--- src/rtl/cpu_pkg.sv ---
// Shared CPU types and constants for the writeback path.
package cpu_pkg;

    localparam int unsigned REG_ADDR_W    = 5;
    localparam int unsigned REG_DATA_W    = 32;
    localparam int unsigned WB_FIFO_DEPTH = 4;

    localparam logic [REG_ADDR_W-1:0] REG_ZERO = 5'd0;

    // One register-file write: destination and data.
    typedef struct packed {
        logic [REG_ADDR_W-1:0] addr;
        logic [REG_DATA_W-1:0] data;
    } wb_entry_t;

endpackage : cpu_pkg

--- src/rtl/wb_fifo.sv ---
// Small circular buffer holding LSU results that lost arbitration.
module wb_fifo
    import cpu_pkg::*;
#(
    parameter int unsigned DEPTH = WB_FIFO_DEPTH
) (
    input  logic                     clk_i,
    input  logic                     rst_i,
    input  logic                     push_i,
    input  wb_entry_t                push_entry_i,
    input  logic                     pop_i,
    output logic                     full_o,
    output logic                     empty_o,
    output logic [$clog2(DEPTH):0]   count_o,
    output wb_entry_t                head_o
);

    localparam int unsigned PTR_W = $clog2(DEPTH);
    localparam int unsigned CNT_W = PTR_W + 1;

    wb_entry_t            mem_q [DEPTH];
    logic [PTR_W-1:0]     wr_ptr_q, wr_ptr_d;
    logic [PTR_W-1:0]     rd_ptr_q, rd_ptr_d;
    logic [CNT_W-1:0]     count_q,  count_d;
    logic                 push_ok;
    logic                 pop_ok;

    assign full_o  = (count_q == CNT_W'(DEPTH));
    assign empty_o = (count_q == '0);
    assign count_o = count_q;
    assign head_o  = mem_q[rd_ptr_q];

    // Ignore illegal push-when-full / pop-when-empty so state can never corrupt.
    assign push_ok = push_i && !full_o;
    assign pop_ok  = pop_i  && !empty_o;

    // Pointer and occupancy next-state; pointers wrap naturally at DEPTH.
    always_comb begin
        wr_ptr_d = wr_ptr_q;
        rd_ptr_d = rd_ptr_q;
        count_d  = count_q;
        if (push_ok) wr_ptr_d = wr_ptr_q + PTR_W'(1);
        if (pop_ok)  rd_ptr_d = rd_ptr_q + PTR_W'(1);
        case ({push_ok, pop_ok})
            2'b10:   count_d = count_q + CNT_W'(1);
            2'b01:   count_d = count_q - CNT_W'(1);
            default: count_d = count_q;
        endcase
    end

    // Pointer and occupancy registers.
    always_ff @(posedge clk_i or posedge rst_i) begin
        if (rst_i) begin
            wr_ptr_q <= '0;
            rd_ptr_q <= '0;
            count_q  <= '0;
        end else begin
            wr_ptr_q <= wr_ptr_d;
            rd_ptr_q <= rd_ptr_d;
            count_q  <= count_d;
        end
    end

    // Entry storage; contents are meaningless while count is zero, so no reset.
    always_ff @(posedge clk_i) begin
        if (push_ok) mem_q[wr_ptr_q] <= push_entry_i;
    end

endmodule : wb_fifo

--- src/rtl/wb_arbiter.sv ---
// Merges ALU and LSU results onto the single register-file write port.
module wb_arbiter
    import cpu_pkg::*;
#(
    parameter int unsigned FIFO_DEPTH = WB_FIFO_DEPTH
) (
    input  logic                        clk_i,
    input  logic                        rst_i,
    input  logic                        alu_valid_i,
    input  logic [4:0]                  alu_rd_addr_i,
    input  logic [31:0]                 alu_rd_data_i,
    input  logic                        lsu_valid_i,
    input  logic [4:0]                  lsu_rd_addr_i,
    input  logic [31:0]                 lsu_rd_data_i,
    output logic                        lsu_ready_o,
    output logic                        rd_wren_o,
    output logic [4:0]                  rd_addr_o,
    output logic [31:0]                 rd_data_o,
    output logic [$clog2(FIFO_DEPTH):0] fifo_count_o
);

    localparam int unsigned CNT_W = $clog2(FIFO_DEPTH) + 1;

    wb_entry_t          alu_entry;
    wb_entry_t          lsu_entry;
    wb_entry_t          head_entry;
    wb_entry_t          rd_q, rd_d;
    logic               rd_wren_q, rd_wren_d;
    logic               rst_done_q;
    logic               fifo_full;
    logic               fifo_empty;
    logic [CNT_W-1:0]   fifo_count;
    logic               fifo_push;
    logic               fifo_pop;
    logic               alu_live;
    logic               lsu_live;

    assign alu_entry = '{addr: alu_rd_addr_i, data: alu_rd_data_i};
    assign lsu_entry = '{addr: lsu_rd_addr_i, data: lsu_rd_data_i};

    // Ready comes only from registers; held low until the first edge after reset.
    assign lsu_ready_o = rst_done_q && !fifo_full;

    // x0 results are accepted but treated as if they never arrived.
    assign alu_live = alu_valid_i && (alu_rd_addr_i != REG_ZERO);
    assign lsu_live = lsu_valid_i && lsu_ready_o && (lsu_rd_addr_i != REG_ZERO);

    // Fixed priority: live ALU, then buffered load, then bypassed load.
    always_comb begin
        rd_wren_d = 1'b0;
        rd_d      = rd_q;
        fifo_push = 1'b0;
        fifo_pop  = 1'b0;
        if (alu_live) begin
            rd_wren_d = 1'b1;
            rd_d      = alu_entry;
            fifo_push = lsu_live;
        end else if (!fifo_empty) begin
            rd_wren_d = 1'b1;
            rd_d      = head_entry;
            fifo_pop  = 1'b1;
            fifo_push = lsu_live;
        end else if (lsu_live) begin
            rd_wren_d = 1'b1;
            rd_d      = lsu_entry;
        end
    end

    // Write-port output register; address/data hold when nothing is selected.
    always_ff @(posedge clk_i or posedge rst_i) begin
        if (rst_i) begin
            rd_wren_q  <= 1'b0;
            rd_q       <= '0;
            rst_done_q <= 1'b0;
        end else begin
            rd_wren_q  <= rd_wren_d;
            rd_q       <= rd_d;
            rst_done_q <= 1'b1;
        end
    end

    wb_fifo #(
        .DEPTH (FIFO_DEPTH)
    ) u_fifo (
        .clk_i        (clk_i),
        .rst_i        (rst_i),
        .push_i       (fifo_push),
        .push_entry_i (lsu_entry),
        .pop_i        (fifo_pop),
        .full_o       (fifo_full),
        .empty_o      (fifo_empty),
        .count_o      (fifo_count),
        .head_o       (head_entry)
    );

    assign rd_wren_o    = rd_wren_q;
    assign rd_addr_o    = rd_q.addr;
    assign rd_data_o    = rd_q.data;
    assign fifo_count_o = fifo_count;

endmodule : wb_arbiter

--- config.mk ---
export PLATFORM = sky130hd
export DESIGN_NAME = wb_arbiter
export DESIGN_NICKNAME = d
export VERILOG_FILES = /design/src/rtl/cpu_pkg.sv /design/src/rtl/wb_fifo.sv /design/src/rtl/wb_arbiter.sv
export SDC_FILE = /design/constraint.sdc
export NUM_CORES = 1
export LEC_CHECK = 0
export ABC_CLOCK_PERIOD_IN_PS = 3200
export CAP_MARGIN = 0
export CORE_ASPECT_RATIO = 0.8
export CORE_UTILIZATION = 54
export CTS_CLUSTER_SIZE = 20
export DETAILED_ROUTE_END_ITERATION = 12
export PLACE_DENSITY = 0.86
export SLEW_MARGIN = 15
export SYNTH_ARGS = -nofsm -noshare
export SYNTH_HDL_FRONTEND = slang
export SYNTH_SLANG_ARGS = --single-unit
--- constraint.sdc ---
create_clock -name clk_i -period 3.2 [get_ports clk_i]
set_input_delay 0.48 -clock clk_i [delete_from_list [all_inputs] [get_ports clk_i]]
set_output_delay 0.48 -clock clk_i [all_outputs]
set_load 0.05 [all_outputs]
# Word level (Yosys, flattened, before mapping)
# Memory sizes are Yosys's and may differ from the RTL's.
# Index checks and enable logic that the tools add are counted.
totals:
  reg_bits: 46
  mem_bits_rw: 148
  output_inout_bits: 42
  elab_cells: 41
  n_memories: 1
classes:
  n_addsub: 4
  n_eq_ne: 4
  mux: 13
  n_reduce_logical: 12
mem_list:
  columns: ["memory", "words", "word_bits", "rd", "rd_ports_with_merged_regs", "write_ports", "line", "source"]
  rows:
  - ["u_fifo.mem_q", 4, 37, 1, 0, 1, "wb_fifo.sv:21", "wb_entry_t mem_q [DEPTH];"]
op_table:
  columns: ["cell", "count"]
  rows:
  - ["two-way mux 37 bit", 3]
  - ["nonzero test 5 bit", 2]
  - ["two-way mux 1 bit", 9]
  - ["logical AND 1 bit", 6]
  - ["case mux 3 bit (2 select lines)", 1]
  - ["adder 2 x 1 -> 2 bit (second input constant)", 2]
  - ["adder 3 x 1 -> 3 bit (second input constant)", 1]
  - ["equality test 3 bit (second input constant)", 1]
  - ["logical NOT 3 bit", 1]
  - ["inequality test 3 x 1 -> 1 bit (second input constant)", 1]
  - ["subtractor 3 x 1 -> 3 bit (second input constant)", 1]
  - ["equality test 2 x 1 -> 1 bit (second input constant)", 1]
  - ["equality test 2 bit (second input constant)", 1]
  - ["logical NOT 1 bit", 2]
  - ["nonzero test 2 bit", 1]

# Longest topological paths before layout
# Gate-level depths: netlist of run 1.
depth:
  word_depth: 10
  ltp_mapped: 10

# By module
# A second synthesis of run 1 with hierarchy kept.
unflattened:
  cells_unflattened: 491
  area_unflattened_um2: 8296.7
by_module_without_submodules:
  columns: ["mod", "n_inst", "cells_per_inst", "area_each_um2", "seq_area_each_um2"]
  rows:
  - ["wb_fifo", 1, 231, 5759.3, 4619.4]
  - ["wb_arbiter", 1, 260, 2537.4, 975.9]

# Least setup slack after synthesis of run 1
# Ideal clock, no wire load.
synth_path:
  kind: "flip-flop to flip-flop"
  start: "reg u_fifo.count_q[0] (netlist: u_fifo.count_o[0])"
  end: "mem u_fifo.mem_q[0][0] (netlist name) (enable)"
  setup_time_ns: 0.398
  arrival_ns: 2.532
  t_required_ns: 2.802
  slack_ns: 0.270
  path_stages_with_launch: 5
  period_less_slack_ns: 2.930
  cell_sequence: "dfrtp_1 -> or3b_2 -> o211ai_1 -> a211oi_1 -> and2_1"
synth_via:
  elab_chain_cells: 10
  word_cells_on_any_way: 11
  cone_classes: "eq/ne (1); mux (4); reduce/logical (6)"
synth_rtl:
  columns: ["item", "line", "source"]
  rows:
  - ["from (decl)", "wb_fifo.sv:24", "logic [CNT_W-1:0] count_q, count_d;"]
  - ["from (signal assigned)", "wb_fifo.sv:60", "count_q <= count_d;"]
  - ["equality test 3 bit", "wb_fifo.sv:28", "assign full_o = (count_q == CNT_W'(DEPTH));"]
  - ["logical NOT 1 bit", "wb_fifo.sv:34, wb_arbiter.sv:42", null]
  - ["logical AND 1 bit", "wb_arbiter.sv:42", "assign lsu_ready_o = rst_done_q && !fifo_full;"]
  - ["logical AND 1 bit (2 in a row)", "wb_arbiter.sv:46", "assign lsu_live = lsu_valid_i && lsu_ready_o && (lsu_rd_addr_i != REG_ZERO);"]
  - ["two-way mux 1 bit", "wb_arbiter.sv:58", "end else if (!fifo_empty) begin"]
  - ["two-way mux 1 bit", "wb_arbiter.sv:54", "if (alu_live) begin"]
  - ["logical AND 1 bit *", "wb_fifo.sv:34", "assign push_ok = push_i && !full_o;"]
  - ["two-way mux 1 bit *", "wb_fifo.sv:66", "if (push_ok) mem_q[wr_ptr_q] <= push_entry_i;"]
  - ["two-way mux 1 bit (not written as such) *", "wb_fifo.sv:66", null]
  - ["to (decl)", "wb_fifo.sv:21", null]
# Mark *: on every way between the ends. The rest lies on a longest branch, timed or not.

# Worst setup path after layout of run 1
layout_path:
  start: "reg u_fifo.count_q[1] (netlist: u_fifo.count_o[1])"
  end: "out lsu_ready_o"
layout_via:
  elab_chain_cells: 3
layout_rtl:
  columns: ["item", "line", "source"]
  rows:
  - ["equality test 3 bit", "wb_fifo.sv:28", null]
  - ["logical NOT 1 bit", "wb_arbiter.sv:42", null]
  - ["logical AND 1 bit", "wb_arbiter.sv:42", null]
  - ["to (decl)", "wb_arbiter.sv:15", "output logic lsu_ready_o,"]
# No other way between the ends.

==> results.toml, run 1 <==
[setup_path]
cp.required_ns = 2.72
crit_path_cell_trace = "or3b_2 > and2_1 > clkdlybuf4s50_1"
r2r-start = "u_fifo.rd_ptr_q[0]"
startpoint = "u_fifo.count_o[1]"
startpoint_type = "register"
cp_data_arrival_time_ns = 2.21
cp-end-kind = "primary output"
cp_slowest_cell = "sky130_fd_sc_hd__clkdlybuf4s50_1"
critPathTopFamily = "buffers and inverters"
category_of_the_critical_setup_timing_path = "reg -> out"
cp_num_buf_inv = 1
worst_path_largest_cell_delay_ns = 0.69
path_max_fanout = 5

[synth]
synth.largest_area_cell = "sky130_fd_sc_hd__edfxtp_1"
synth.yosys.seq_area_share_pct = 68.2
yosys_register_bits = 194
synthDominantCellAreaShare_pct = 54.1
synth_top_cells_by_count = "148 x sky130_fd_sc_hd__edfxtp_1, 82 x sky130_fd_sc_hd__mux2_2, 46 x sky130_fd_sc_hd__dfrtp_1"
synth-xor-area-share_pct = 0.640
synth_simple_gate_area_share_pct = 1.62
synth_mux_area_share_pct = 25.2
post_synth_inst_count = 412
ys_types = 35
synth-async-reset-ratio_pct = 23.7
synth_compound_area_share_pct = 1.42
synth.most_common_cell = "sky130_fd_sc_hd__edfxtp_1"
yosysWarningCount = 0
synth_area_sq_um = 8210
dominant_cells_by_area_after_synthesis = "sky130_fd_sc_hd__edfxtp_1 54%, sky130_fd_sc_hd__dfrtp_1 14%, sky130_fd_sc_hd__mux2_2 11%"
number_of_flops_mapped_to_enable_cells_by_yosys = 148
post_synth.cell_area_avg_sq_um = 19.9
syn_nets = 496
yosys.area_share.adder_pct = 1.01
main_combinational_cell_family_by_area_after_synthesis = "multiplexers"
synth-main-ff-cell = "sky130_fd_sc_hd__edfxtp_1"

[drt]
drt-pass1-iter-count = 5
drc = 0
routed_via_density = 5.86
detailedRoute.firstIterationViolations = 307
detailroute.via_count = 4375
wire_per_inst_um = 21.7
ant_nets = 0
detail_route.wirelength_um = 16200

[outcome]
run_status = "completed"

[placement]
dpl_cell_area_sq_um = 9740
port-buffer-count = 119
dpl.hpwl_um = 10200
place_worst_setup_slack_ns = 0.0980
gpl.final_weighted_congestion = 0.773

[timing]
timing.slew.headroom_pct = 31.7
timing_worst_slew_pin_value_ns = 1.02
finalMaxSlewViolations = 0
rsz0062_at_grt = "no"
post-route-worst-setup-slack_ns = 0.515
layout_worst_path_cycle_share_pct = 83.9
final.hold.worst_slack_ns = 0.280
count_of_final_hold_check_violations = 0
maxClockFrequency_ghz = 0.372
timing.clock.skew_ns = 0.00824
setup-violations-final = 0
period_needed_ns = 2.69
fin_setup_tns_ns = 0

[global_routing]
antenna_found_initial = 0
grt.overflow.total = 0
grt_start_max_net_pins = 39
via_count_of_the_first_global_routing_pass = 4763
global_route.usage.total_pct = 22.4
grt_first_pass_wirelength_um = 25900

[power]
power-per-cell-area_nw_per_um2 = 912
peakVddDrop_mv = 0.864
final_total_pwr_mw = 9.41
leakage_nw = 3.69

[cells_and_area]
final_cell_area_sq_um = 10300
design.final.nets = 634
insertedDiodeCount = 0
drive_gt1_share_pct = 35.3
flow.area_growth_from_synthesis_pct = 25.7

[clock_network]
cts-buffers-inserted = 17
cts_repair_resize_count = 0
cts.repair_timing.setup_buffer_count = 0
later_pin_clock_latency_in_the_skew_report_ns = 0.43
clock_path_buffers = 2
clockRootBuffer = "sky130_fd_sc_hd__clkbuf_16"
tritoncts_clock_tree = "yes"
cts_h_tree_depth = 4
cts_sinks = 194
clkSlewWorstSetupHoldPaths_ns = 0.06
cts_hold_repair.buffers = 0

[floorplanning]
start_util_pct = 56.4
placementRows = 39
floorplan.die_area_sq_um = 15700
fp.dieW_um = 140
ios = 120
floorplan.core_area_sq_um = 14500
fp.dieH_um = 112

[hold_path]
worstHoldPathType = "in -> async"

[flow_run]
timing.max_cap.violations = 0
-- sequential cells by signal (all words and copies together), names as in the netlist --
| register | cells |
|---|---|
| u_fifo.rd_ptr_q | 2 |
| rd_addr_o | 5 |
| rst_done_q | 1 |
| rd_wren_o | 1 |
| rd_data_o | 32 |
| u_fifo.count_o | 3 |
| u_fifo.wr_ptr_q | 2 |
| u_fifo.mem_q | 148 |
-- kinds of logic after synthesis --
logic type / after synthesis
compound gates: 14
flops: 194
mux: 140
fa+ha+maj: 6
other cells: 1
simple gates: 23
buf+inv: 28
xor+xnor: 6
-- cell type report --
class                      instances  area [sq um]
sequential                       194          5600
fill                             869          4220
multi-input combinational        190          2460
timing repair buffer             139          1420
clock buffer                      20           447
tap                              184           230
clock inverter                    12           139
inverter                           8          30.0
-- metrics by stage --
step	util [%]	std cells
after floorplan	-	412
after global placement	67.0	715
after detailed placement	67.0	715
after CTS	71.0	747
after global routing	71.0	747
final	71.0	747
-- routing by layer --
metal | GRT usage, % | wire [um] | share of wire [%]
met1 | 30.9 | 7090 | 44
met2 | 35.0 | 7920 | 49
met3 | 6.36 | 1060 | 6.5
met4 | 7.11 | 136 | 0.84
met5 | 0 | 0 | 0
-- path summary, 6_finish.rpt --
check	slack [ns]	end	cells past startpoint
max	0.51	lsu_ready_o	3
max in group asynchronous	2.26	u_fifo.rd_ptr_q[1]	3
min in group clk_i	0.51	rd_data_o[3]	1
max reg2reg	0.67	rd_data_o[27]	5
min reg2reg	0.51	rd_data_o[3]	1
min	0.28	rd_addr_o[0]	2
-- report_power, final --
part	internal, mW	total [mW]	leakage, nW	switching [mW]
combinational	1.82	3.76	1.54	1.94
clock	1.24	2.10	0.278	0.863
sequential	3.21	3.56	1.87	0.344
-- layout by cell type, fill, tap and decap left out, types with 2 or more instances in the layout --
| cell type | count |
|---|---|
| sky130_fd_sc_hd__and2_1 | 3 |
| sky130_fd_sc_hd__and2_2 | 4 |
| sky130_fd_sc_hd__buf_12 | 6 |
| sky130_fd_sc_hd__buf_4 | 14 |
| sky130_fd_sc_hd__bufinv_16 | 3 |
| sky130_fd_sc_hd__clkbuf_1 | 2 |
| sky130_fd_sc_hd__clkbuf_16 | 17 |
| sky130_fd_sc_hd__clkdlybuf4s50_1 | 119 |
| sky130_fd_sc_hd__clkinv_1 | 3 |
| sky130_fd_sc_hd__clkinv_2 | 3 |
| sky130_fd_sc_hd__clkinvlp_4 | 3 |
| sky130_fd_sc_hd__dfrtp_1 | 44 |
| sky130_fd_sc_hd__dfrtp_2 | 2 |
| sky130_fd_sc_hd__edfxtp_1 | 148 |
| sky130_fd_sc_hd__ha_1 | 5 |
| sky130_fd_sc_hd__inv_1 | 7 |
| sky130_fd_sc_hd__mux2_2 | 82 |
| sky130_fd_sc_hd__mux2_4 | 20 |
| sky130_fd_sc_hd__mux4_2 | 37 |
| sky130_fd_sc_hd__nand2_1 | 2 |
| sky130_fd_sc_hd__nor2_1 | 6 |
| sky130_fd_sc_hd__o211ai_1 | 2 |
| sky130_fd_sc_hd__o21ai_0 | 3 |
| sky130_fd_sc_hd__o21bai_1 | 2 |
| sky130_fd_sc_hd__o221a_2 | 2 |
| sky130_fd_sc_hd__or4_1 | 3 |
| sky130_fd_sc_hd__xnor2_1 | 3 |
| sky130_fd_sc_hd__xor2_1 | 3 |
No activity file was read; power rests on OpenSTA's default activity.
==> inputs of run 2 (changes only) <==
ABC_CLOCK_PERIOD_IN_PS = 2700   (was 3200)
clock period = 2.7 ns   (was 3.2 ns; I/O delays follow)
==> run 2 against run 1 <==
  * First-iteration DRC count down 9.4%
  * Via count down 0.18%
  * Power up 18%
  * Non-clock buffer count up 17
  * Design area up 1.1%
  * Clock power up 20%
  * Register-to-register slack worse by 0.28 ns
  * Critical endpoint is now u_fifo.count_o[2]
  * Highest routed layer unchanged
==> results.toml, run 2 (synthesis gave the netlist of run 1 again) <==
[drt]
wire_per_inst_um = 20.7
detail_route.wirelength_um = 15800
detailedRoute.firstIterationViolations = 278
detailroute.via_count = 4367
routed_via_density = 5.72
ant_nets = 0
drt-pass1-iter-count = 4
drc = 0

[clock_network]
cts_sinks = 194
cts_h_tree_depth = 4
later_pin_clock_latency_in_the_skew_report_ns = 0.43
cts-buffers-inserted = 17
clkSlewWorstSetupHoldPaths_ns = 0.07
clock_path_buffers = 2
clockRootBuffer = "sky130_fd_sc_hd__clkbuf_16"
tritoncts_clock_tree = "yes"
cts_hold_repair.buffers = 0

[flow_run]
timing.max_cap.violations = 0

[floorplanning]
floorplan.core_area_sq_um = 14500
ios = 120
fp.dieW_um = 140
placementRows = 39
fp.dieH_um = 112
start_util_pct = 56.4
floorplan.die_area_sq_um = 15700

[setup_path]
startpoint_type = "input pin"
r2r.worst_path.cells = 10
path_max_fanout = 3
startpoint = "alu_rd_addr_i[0]"
cp.required_ns = 3.06
cp-end-kind = "register"
r2r-start = "u_fifo.count_o[0]"
category_of_the_critical_setup_timing_path = "in -> reg"
cp_data_arrival_time_ns = 2.81

[timing]
finalMaxSlewViolations = 0
layout_worst_path_cycle_share_pct = 91.0
timing.slew.headroom_pct = 64.6
maxClockFrequency_ghz = 0.407
count_of_final_hold_check_violations = 0
timing_worst_slew_pin_value_ns = 0.529
period_needed_ns = 2.46
timing.clock.skew_ns = 0.0128
setup-violations-final = 0
rsz0062_at_grt = "no"

[cells_and_area]
commonest_cells_after_routing_fill_and_taps_aside = "148 x sky130_fd_sc_hd__edfxtp_1, 118 x sky130_fd_sc_hd__clkdlybuf4s50_1, 82 x sky130_fd_sc_hd__mux2_2"
drive_gt1_share_pct = 37.9
final_common_cell = "sky130_fd_sc_hd__edfxtp_1"
largest_register_ffs = 148
register_ranked_first_by_flip_flop_count = "u_fifo.mem_q"
final_cell_area_sq_um = 10400
fillers = 857
insertedDiodeCount = 0
design.final.nets = 651
flow.area_growth_from_synthesis_pct = 27.1

[global_routing]
grt.overflow.total = 0
grt_start_max_net_pins = 40
via_count_of_the_first_global_routing_pass = 4562
global_route.usage.total_pct = 22.0
antenna_found_initial = 0
grt_first_pass_wirelength_um = 25200

[hold_path]
worstHoldPathType = "in -> async"

[outcome]
run_status = "completed"

[power]
power-per-cell-area_nw_per_um2 = 1070
leakage_nw = 3.79
peakVddDrop_mv = 0.730
final_total_pwr_mw = 11.1

[placement]
gpl.final_weighted_congestion = 0.826
port-buffer-count = 119
dpl.hpwl_um = 10400
dpl_cell_area_sq_um = 9840
==> run 2: stage by stage <==
stage / setup WS [ns] / utilization (%) / TNS (ns) / std cells / hold WS (ns)
3_3_place_gp: -0.126 / 67.7 / -0.451 / 732 / 0.491
4_1_cts: 0.0537 / 71.7 / 0 / 764 / 0.294
6_report: 0.243 / 71.8 / 0 / 764 / 0.301
5_1_grt: 0.0982 / 71.8 / 0 / 764 / 0.346
2_1_floorplan: 0.119 / - / 0 / 412 / 0.504
3_5_place_dp: -0.197 / 67.7 / -2.07 / 732 / 0.496
==> run 2: critical path, stage by stage <==
cell and delay [ns]:
sky130_fd_sc_hd__clkdlybuf4s50_1 0.42, sky130_fd_sc_hd__or4_4 0.58, sky130_fd_sc_hd__o21a_1 0.23, sky130_fd_sc_hd__nor2_1 0.15, sky130_fd_sc_hd__ha_1 0.19, sky130_fd_sc_hd__inv_1 0.05
sky130_fd_sc_hd__fa_1 0.37, sky130_fd_sc_hd__xor2_1 0.15, sky130_fd_sc_hd__nor2_1 0.12, sky130_fd_sc_hd__xor2_1 0.15
==> run 2: cell type report <==
class	count	area, sq um	area share (%)
Inverter	8	30.0	0.288
Tap cell	184	230	2.21
Timing Repair Buffer	156	1520	14.6
Sequential cell	194	5600	53.7
Multi-Input combinational cell	190	2460	23.6
Clock inverter	14	154	1.47
Clock buffer	18	439	4.21
==> run 2: worst paths after layout <==
kind	slack, ns	end
worst max-delay path	0.24	u_fifo.count_o[2]
worst min-delay path	0.30	rd_data_o[26]
worst max register to register	0.39	u_fifo.count_o[2]
worst min register to register	0.51	rd_data_o[27]
max in group asynchronous	1.79	rd_data_o[8]
min in group clk_i	0.51	rd_data_o[27]
==> run 2: power by group <==
group          internal, mW  switching (mW)
Clock                  1.40            1.11
Combinational          2.16            2.38
Sequential             3.81           0.274
==> run 2: repair_timing <==
action,in CTS,in global routing
gates resized for setup,0,1
setup endpoints to repair,0,1
hold endpoints to repair,0,0
setup buffers,0,0
==> run 2: routing by layer <==
| layer | routed length (um) | vias up | track usage [%] |
|---|---|---|---|
| met5 | 0 | - | 0 |
| met1 | 7020 | 2243 | 30.1 |
| met2 | 7780 | 152 | 35.4 |
| li1 | - | 1955 | - |
| met4 | 182 | 0 | 6.30 |
| met3 | 855 | 17 | 5.59 |
